<file path="config.mk">
export PLATFORM = sky130hd
export DESIGN_NAME = graphics_lives_anim
export DESIGN_NICKNAME = d
export VERILOG_FILES = /design/src/rtl/pacman_gfx_pkg.sv /design/src/rtl/life_sprite_rom.sv /design/src/rtl/graphics_lives_anim.sv
export SDC_FILE = /design/constraint.sdc
export NUM_CORES = 1
export LEC_CHECK = 0
export ABC_CLOCK_PERIOD_IN_PS = 2700
export BUFFER_PORTS_ARGS = -buffer_cell sky130_fd_sc_hd__buf_2
export CAP_MARGIN = 5
export CORE_MARGIN = 2
export CORE_UTILIZATION = 45
export DETAILED_ROUTE_END_ITERATION = 10
export MAX_ROUTING_LAYER = met4
export PLACE_DENSITY = 0.79
export SLEW_MARGIN = 20
export SYNTH_ARGS = -nofsm -noshare
export SYNTH_HDL_FRONTEND = slang
export SYNTH_SLANG_ARGS = --single-unit
</file>
<file path="constraint.sdc">
create_clock -name clk -period 2.7 [get_ports clk]
set_input_delay 0.405 -clock clk [delete_from_list [all_inputs] [get_ports clk]]
set_output_delay 0.405 -clock clk [all_outputs]
set_load 0.05 [all_outputs]
</file>
<file path="src/rtl/pacman_gfx_pkg.sv">
// Shared graphics definitions for the pacman display blocks: palette
// constants, the 16x16 life icon bitmap and the lives animation state type.
package pacman_gfx_pkg;

  localparam logic [7:0] YLW = 8'b11111100;
  localparam logic [7:0] BLK = 8'h00;

  // Row-major 16x16 bitmap; bit index = px + 16*py, index 0 is top-left.
  // Listed from row 15 (MSBs) down to row 0 (LSBs); bit n of a row is column n.
  localparam logic [255:0] LIFE_SPRITE = {
    16'h0000, 16'h07E0, 16'h1FF8, 16'h3FFC,
    16'h3FFC, 16'h7FFE, 16'h1FFE, 16'h07FE,
    16'h07FE, 16'h1FFE, 16'h7FFE, 16'h3FFC,
    16'h3FFC, 16'h1FF8, 16'h07E0, 16'h0000
  };

  typedef enum logic [1:0] {
    IDLE       = 2'd0,
    BLINK_LOSS = 2'd1,
    BLINK_GAIN = 2'd2
  } lives_state_e;

endpackage

</file>
<file path="src/rtl/life_sprite_rom.sv">
// Combinational lookup of one pixel of the life icon bitmap.
module life_sprite_rom
  import pacman_gfx_pkg::*;
(
  input  logic [3:0] px,
  input  logic [3:0] py,
  output logic       pix
);

  // Row-major addressing: row selects the upper nibble of the bit index.
  always_comb begin
    pix = LIFE_SPRITE[{py, px}];
  end

endmodule

</file>
<file path="src/rtl/graphics_lives_anim.sv">
// Lives icon strip renderer with optional blink animation on count changes.
// Build macro GRAPHICS_LIVES_BLINK_EN enables the blink animation; without it
// the displayed count follows the target on every frame_tick.
module graphics_lives_anim
  import pacman_gfx_pkg::*;
#(
  parameter int unsigned MAX_LIVES     = 5,
  parameter int unsigned X_OFFSET      = 8,
  parameter int unsigned Y_OFFSET      = 296,
  parameter int unsigned BLINK_PERIOD  = 8,
  parameter int unsigned BLINK_TOGGLES = 6
) (
  input  logic       clk,
  input  logic       rst,
  input  logic [8:0] xpos,
  input  logic [8:0] ypos,
  input  logic [2:0] lives,
  input  logic       load,
  input  logic       frame_tick,
  output logic [7:0] color,
  output logic       busy
);

  logic [2:0] target;
  logic [2:0] disp_q, disp_d;
  logic       anim_active;
  logic [2:0] anim_slot;
  logic       anim_phase;

  logic       in_region;
  logic [8:0] dx;
  logic [4:0] slot;
  logic [3:0] px, py;
  logic       visible;
  logic       sprite_bit;
  logic [7:0] color_q, color_d;

  // Saturate the requested count to the number of slots.
  always_comb begin
    target = (lives > 3'(MAX_LIVES)) ? 3'(MAX_LIVES) : lives;
  end

  // Displayed count register.
  always_ff @(posedge clk or posedge rst) begin
    if (rst) disp_q <= '0;
    else     disp_q <= disp_d;
  end

`ifdef GRAPHICS_LIVES_BLINK_EN
  localparam int unsigned TICK_W = (BLINK_PERIOD > 1) ? $clog2(BLINK_PERIOD) : 1;
  localparam int unsigned TOG_W  = $clog2(BLINK_TOGGLES);

  lives_state_e       state_q, state_d;
  logic [2:0]         anim_idx_q, anim_idx_d;
  logic               phase_q, phase_d;
  logic [TICK_W-1:0]  tick_q, tick_d;
  logic [TOG_W-1:0]   tog_q, tog_d;

  // Animation state register.
  always_ff @(posedge clk or posedge rst) begin
    if (rst) begin
      state_q    <= IDLE;
      anim_idx_q <= '0;
      phase_q    <= 1'b0;
      tick_q     <= '0;
      tog_q      <= '0;
    end else begin
      state_q    <= state_d;
      anim_idx_q <= anim_idx_d;
      phase_q    <= phase_d;
      tick_q     <= tick_d;
      tog_q      <= tog_d;
    end
  end

  // Next-state: start one-life steps from IDLE, count ticks/toggles while blinking.
  always_comb begin
    state_d    = state_q;
    disp_d     = disp_q;
    anim_idx_d = anim_idx_q;
    phase_d    = phase_q;
    tick_d     = tick_q;
    tog_d      = tog_q;
    if (load) begin
      state_d = IDLE;
      disp_d  = target;
      phase_d = 1'b0;
      tick_d  = '0;
      tog_d   = '0;
    end else if (frame_tick) begin
      unique case (state_q)
        IDLE: begin
          if (target < disp_q) begin
            anim_idx_d = disp_q - 3'd1;
            phase_d    = 1'b0;
            tick_d     = '0;
            tog_d      = '0;
            state_d    = BLINK_LOSS;
          end else if (target > disp_q) begin
            anim_idx_d = disp_q;
            phase_d    = 1'b0;
            tick_d     = '0;
            tog_d      = '0;
            state_d    = BLINK_GAIN;
          end
        end
        BLINK_LOSS, BLINK_GAIN: begin
          if (tick_q == TICK_W'(BLINK_PERIOD - 1)) begin
            tick_d = '0;
            // Final toggle ends the step instead of flipping the phase.
            if (tog_q == TOG_W'(BLINK_TOGGLES - 1)) begin
              tog_d   = '0;
              state_d = IDLE;
              disp_d  = (state_q == BLINK_LOSS) ? disp_q - 3'd1 : disp_q + 3'd1;
            end else begin
              tog_d   = tog_q + TOG_W'(1);
              phase_d = ~phase_q;
            end
          end else begin
            tick_d = tick_q + TICK_W'(1);
          end
        end
        default: state_d = IDLE;
      endcase
    end
  end

  // FSM outputs consumed by the pixel path.
  always_comb begin
    anim_active = (state_q != IDLE);
    anim_slot   = anim_idx_q;
    anim_phase  = phase_q;
    busy        = anim_active;
  end
`else
  // Displayed count tracks the target once per frame; load wins.
  always_comb begin
    disp_d = disp_q;
    if (load || frame_tick) disp_d = target;
  end

  // No animation in this build.
  always_comb begin
    anim_active = 1'b0;
    anim_slot   = '0;
    anim_phase  = 1'b0;
    busy        = 1'b0;
  end
`endif

  life_sprite_rom u_rom (
    .px  (px),
    .py  (py),
    .pix (sprite_bit)
  );

  // Pixel decode: region test, slot/pixel offsets and slot visibility.
  always_comb begin
    in_region = ({1'b0, xpos} >= 10'(X_OFFSET)) &&
                ({1'b0, xpos} <  10'(X_OFFSET + 16 * MAX_LIVES)) &&
                ({1'b0, ypos} >= 10'(Y_OFFSET)) &&
                ({1'b0, ypos} <  10'(Y_OFFSET + 16));
    dx   = xpos - 9'(X_OFFSET);
    slot = dx[8:4];
    px   = dx[3:0];
    py   = ypos[3:0] - 4'(Y_OFFSET);
    // The animated slot shows only in phase 1, for both loss and gain.
    if (anim_active && (slot == {2'b00, anim_slot})) visible = anim_phase;
    else                                              visible = (slot < {2'b00, disp_q});
    color_d = (in_region && visible && sprite_bit) ? YLW : BLK;
  end

  // Registered colour output.
  always_ff @(posedge clk or posedge rst) begin
    if (rst) color_q <= BLK;
    else     color_q <= color_d;
  end

  assign color = color_q;

endmodule
</file>
After elaboration in Yosys (flattened, before gate mapping)
Memories as Yosys holds them, arrays and structs flattened.
Cells that the tools add are included.
{"block": "totals", "reg_bits": 11, "romBits": 256, "out_inout_bits": 9, "wordCells": 21, "mem_count": 1}
{"memory": "(no name shown)", "depth": 256, "word_bits": 1, "read_ports": 1, "rd_clocked_by_memory_dff": 0, "write_ports": 0, "line": "life_sprite_rom.sv:12", "source": "pix = LIFE_SPRITE[{py, px}];"}
{"block": "op_classes", "add_sub_neg": 2, "n_lt_le_gt_ge": 7, "mux": 3, "n_reduce_logical": 6}
{"op": "9-bit by 4-bit >= comparator with 1-bit output, second input constant", "count": 1}
{"op": "9-bit >= comparator, second input constant", "count": 1}
{"op": "8-bit by 9-bit < comparator with 1-bit output, second input constant", "count": 1}
{"op": "9-bit by 7-bit < comparator with 1-bit output, second input constant", "count": 1}
{"op": "9-bit < comparator, second input constant", "count": 1}
{"op": "9-bit by 4-bit subtractor with 9-bit output, second input constant", "count": 1}
{"op": "8-bit 2-to-1 mux", "count": 1}
{"op": "1-bit logical AND", "count": 5}
{"op": "5-bit by 3-bit < comparator with 1-bit output", "count": 1}
{"op": "4-bit subtractor, second input constant", "count": 1}
{"op": "3-bit > comparator, second input constant", "count": 1}
{"op": "3-bit 2-to-1 mux", "count": 1}
{"op": "1-bit logical OR", "count": 1}
{"op": "1-bit 2-to-1 mux", "count": 1}

Logic depth before layout (Yosys ltp)
{"block": "depth", "word_depth": 7, "depth_mapped": 8}

By module
A second synthesis with hierarchy kept.
{"block": "hier_totals", "hier_cells": 95, "hier_area_um2": 724.4}
{"module": "graphics_lives_anim", "instances": 1, "cells_each": 57, "area_per_inst_um2": 457.9, "seq_area_each_um2": 100.1}
{"module": "life_sprite_rom", "instances": 1, "cells_each": 38, "area_per_inst_um2": 266.5, "seq_area_each_um2": 0.0}

Least setup slack after synthesis
Ideal clock, no wire load.
{"block": "synth_path", "path_type": "in2reg", "from": "in xpos[3]", "to": "reg color_q[6], in the netlist color[6]", "setup_ps": 87, "arrival_time_ps": 1578, "t_required_ps": 2613, "slack_ps": 1035, "cell_stages": 8, "n_path_buf": 0, "path_cell_list": "inv_1 > ha_1 > xor2_1 > ha_1 > a21boi_0 > o21ai_0 > o311ai_0 > a211oi_2"}
{"block": "synth_via", "elab_chain_cells": 7, "word_cells_on_any_way": 12, "classes_between": "1 x add/sub; 3 x order compare; 2 x mux; 5 x reduce/logical; 1 x memory"}
{"item": "from (decl)", "line": "graphics_lives_anim.sv:15", "source": "input logic [8:0] xpos,"}
{"item": "parallel branches: the longest is 5 deep, another holds 9-bit by 4-bit subtractor with 9-bit output"}
{"item": "1-bit logical AND *", "line": "graphics_lives_anim.sv:170", "source": "color_d = (in_region && visible && sprite_bit) ? YLW : BLK;"}
{"item": "8-bit 2-to-1 mux *", "line": "graphics_lives_anim.sv:170"}
{"item": "to (signal assigned)", "line": "graphics_lives_anim.sv:176", "source": "else color_q <= color_d;"}
{"item": "to (decl)", "line": "graphics_lives_anim.sv:36", "source": "logic [7:0] color_q, color_d;"}
Every way passes the cells marked *. The select of a mux whose other input is x is not followed.
A chain may end at the register's enable or synchronous reset.

Worst setup path in the final report
Same ends and word-level chain as after synthesis.

==> out/metrics.csv <==
stage;metric;value;unit
clock_tree;htreeDepth;1;
synthesis;synth-seq-area-share;14.5;%
synthesis;syn-instance-count;90;
route;drt_iter0_drc;21;
run_status;outcome;finished, final reports clean;
cells_and_area;multi_input_comb_area;457;um^2
sta;rsz0062_at_grt;no;
hold_path;hold_class;in -> async;
clock_tree;clkSinkCount;4;
setup_path;cp_cell_sequence;buf_2, inv_1, ha_1, xor2_1, ha_1, a21boi_0, o21ai_0, o311ai_0, a211oi_2;
clock_tree;clkTransAtPathRegs;0.04;ns
clock_tree;numCtsBuffers;3;
synthesis;synth_cell_types;35;
synthesis;syn_area;691;um^2
sta;hold_viol;0;
route;viasPerCell;5.28;
setup_path;critPathCaptureType;flip-flop;
global_route;grt_pass1_vias;577;
sta;tns;0;ns
sta;slew_violations;0;
setup_path;crit_arrival;1.92;ns
die;num_rows;14;
sta;worst_slack;0.925;ns
power_and_ir_drop;p_leak;0.000401;uW
cells_and_area;register_area;100;um^2
power_and_ir_drop;cellPowerDensity;300;nW/um^2
job;max-cap-violations;0;
clock_tree;cts_tree;yes;
setup_path;r2r_end;color[6];
route;vias;676;
clock_tree;cts_hold_buf;0;
cells_and_area;diodes;0;
sta;max_freq;564;MHz
global_route;grt_pass1_wl;2360;um
route;drcViolationCount;0;
clock_tree;clockBufferDepth;2;
die;die_w;43.2;um
route;ant_nets;0;
sta;post-route-min-period;1.77;ns
clock_tree;postCtsSetupBuffers;0;
die;die_h;43.2;um
clock_tree;cts_resized;0;
clock_tree;clk_latency;0.23;ns
sta;holdWs;0.0489;ns
die;dieArea;1860;um^2
setup_path;crit_slowest_cell;ha_1;
global_route;antenna_found_initial;0;
synthesis;ys_warn_count;0;
setup_path;cp-start-kind;input pin;
setup_path;crit_end;color[6];
route;firstDrtPassIters;4;
die;initial_utilization;46.9;%
sta;setup_viol;0;
placed_design;io_buffers;30;
route;wl_per_cell;10.5;um
setup_path;crit_type;in -> reg;
setup_path;path_max_fanout;8;
setup_path;cp_common_cell;ha_1;
setup_path;regToRegSetupSlack;1.33;ns
cells_and_area;fin_nets;143;
setup_path;startpoint;xpos[3];
setup_path;slowest_delay;0.26;ns
cells_and_area;n_fill_cell;158;
die;io_pins;34;
sta;finalClockSkew;0.000189;ns
cells_and_area;drive_gt1_share;40.2;%
synthesis;synth_seq_cells;4;
power_and_ir_drop;max-vdd-ir-drop;364;uV
die;core;1470;um^2
setup_path;required;2.84;ns
placed_design;hpwl;1100;um
synthesis;postSynthAreaPerCell;7.67;um^2
clock_tree;clockRootBuffer;clkbuf_4;
cells_and_area;area_delta_synth_final;12.3;%
global_route;grt_usage;16.4;%
route;wirelength;1350;um
setup_path;ff2ff_path_depth;6;
placed_design;preCtsSetupSlack;0.687;ns
setup_path;r2r_start;disp_q[1];
global_route;grt_max_degree;15;
global_route;grt-ovfl-total;0;
placed_design;gp_congestion;0.780;
sta;post-route-period-util;65.7;%
## placed cells by master (no fill, tap or decap), types with 2 or more instances in the layout
master	netlist	final
xor2_1	3	3
inv_1	6	6
conb_1	1	3
a31oi_1	2	2
nor3_1	2	2
a21oi_1	6	6
nor2_1	7	7
a221oi_2	2	2
nand2_1	5	5
buf_2	0	30
or2b_2	2	2
o21ai_0	9	9
and2b_2	2	2
dfrtp_1	4	4
ha_1	4	4
clkbuf_4	0	3
nand3_1	5	5
## logic make-up after synthesis
logic type | after synthesis | synth area share (%)
buffers and inverters | 20 | 20.5
flip-flops | 4 | 14.5
multiplexers | 1 | 1.63
AND/OR/NAND/NOR | 28 | 22.3
XOR/XNOR | 3 | 3.81
AO/OA/AOI/OAI | 29 | 29.5
other | 1 | 0.543
adder cells (fa/ha/maj) | 4 | 7.25
## worst max-delay path, delay by kind of cell
kind | cells | cell delay, ns
fa+ha+maj | 2 | 0.49
buf+inv | 2 | 0.23
xor+xnor | 1 | 0.17
compound gates | 4 | 0.62
## layout make-up
type	count	area share (%)
Sequential cell	4	12.9
Multi-Input combinational cell	68	58.9
Clock buffer	3	2.90
Tap cell	16	2.58
Inverter	7	3.39
Timing Repair Buffer	30	19.4
## layer usage
layer  wire (um)  global-route usage [%]
met1         557                    22.4
met2         656                    25.4
met3         133                    3.83
met4           0                    1.82
met5           0                       -
## flip-flops by register name (all words and copies together), names as in the netlist
name,cells
color,1
disp_q,3
## Yosys cell counts
| master | number | area share (%) |
|---|---|---|
| ha_1 | 4 | 7.2 |
| o311ai_0 | 1 | 1.3 |
| nor3_1 | 2 | 1.4 |
| nand2_1 | 5 | 2.7 |
| a21o_1 | 1 | 1.1 |
| buf_4 | 9 | 9.8 |
| dfrtp_1 | 4 | 14 |
| and2b_2 | 2 | 2.5 |
| a21o_2 | 1 | 1.3 |
| xor2_1 | 3 | 3.8 |
| a221oi_2 | 2 | 4.3 |
| inv_1 | 6 | 3.3 |
| o21ai_2 | 1 | 1.3 |
| a21oi_1 | 6 | 4.3 |
| a211oi_2 | 1 | 1.8 |
| mux2_2 | 1 | 1.6 |
| a31oi_1 | 2 | 1.8 |
| o211a_1 | 1 | 1.4 |
| o21ai_1 | 1 | 0.72 |
| a21boi_0 | 1 | 1.1 |
| or2b_2 | 2 | 2.5 |
| buf_6 | 3 | 4.9 |
| nand3b_1 | 1 | 1.1 |
| and2_2 | 1 | 1.1 |
| nor2_1 | 7 | 3.8 |
| conb_1 | 1 | 0.54 |
| clkbuf_8 | 1 | 2.0 |
| nand2b_1 | 1 | 0.91 |
| o21ai_0 | 9 | 6.5 |
| o211ai_1 | 1 | 1.1 |
| o32a_1 | 1 | 1.4 |
| nor4b_1 | 1 | 1.3 |
| or3b_1 | 1 | 1.3 |
| inv_2 | 1 | 0.54 |
| nand3_1 | 5 | 3.6 |
## worst min path at each step
stage | start | endpoint | depth (start not counted)
finish | rst | disp_q[2] | 2
global route | rst | disp_q[1] | 2
CTS | rst | color[6] | 2
detailed placement | rst | color[6] | 2
global placement | rst | disp_q[1] | 2
floorplan | rst | color[6] | 1
## metrics by stage
step | std cells | power [uW] | utilization [%] | area (um^2)
2_1_floorplan | 92 | 140 | - | 698
3_3_place_gp | 125 | 159 | 51.2 | 753
3_5_place_dp | 125 | 162 | 51.2 | 753
4_1_cts | 128 | 236 | 52.7 | 776
5_1_grt | 128 | 253 | 52.7 | 776
6_report | 128 | 233 | 52.7 | 776
## where the power goes
group	switching [uW]	leakage [uW]	total (uW)	internal, uW
Clock	21.7	0.0000138	71.3	49.5
Combinational	54.8	0.000338	95.1	40.3
Sequential	2.08	0.0000500	66.2	64.1
(Power assumes the default switching activity.)
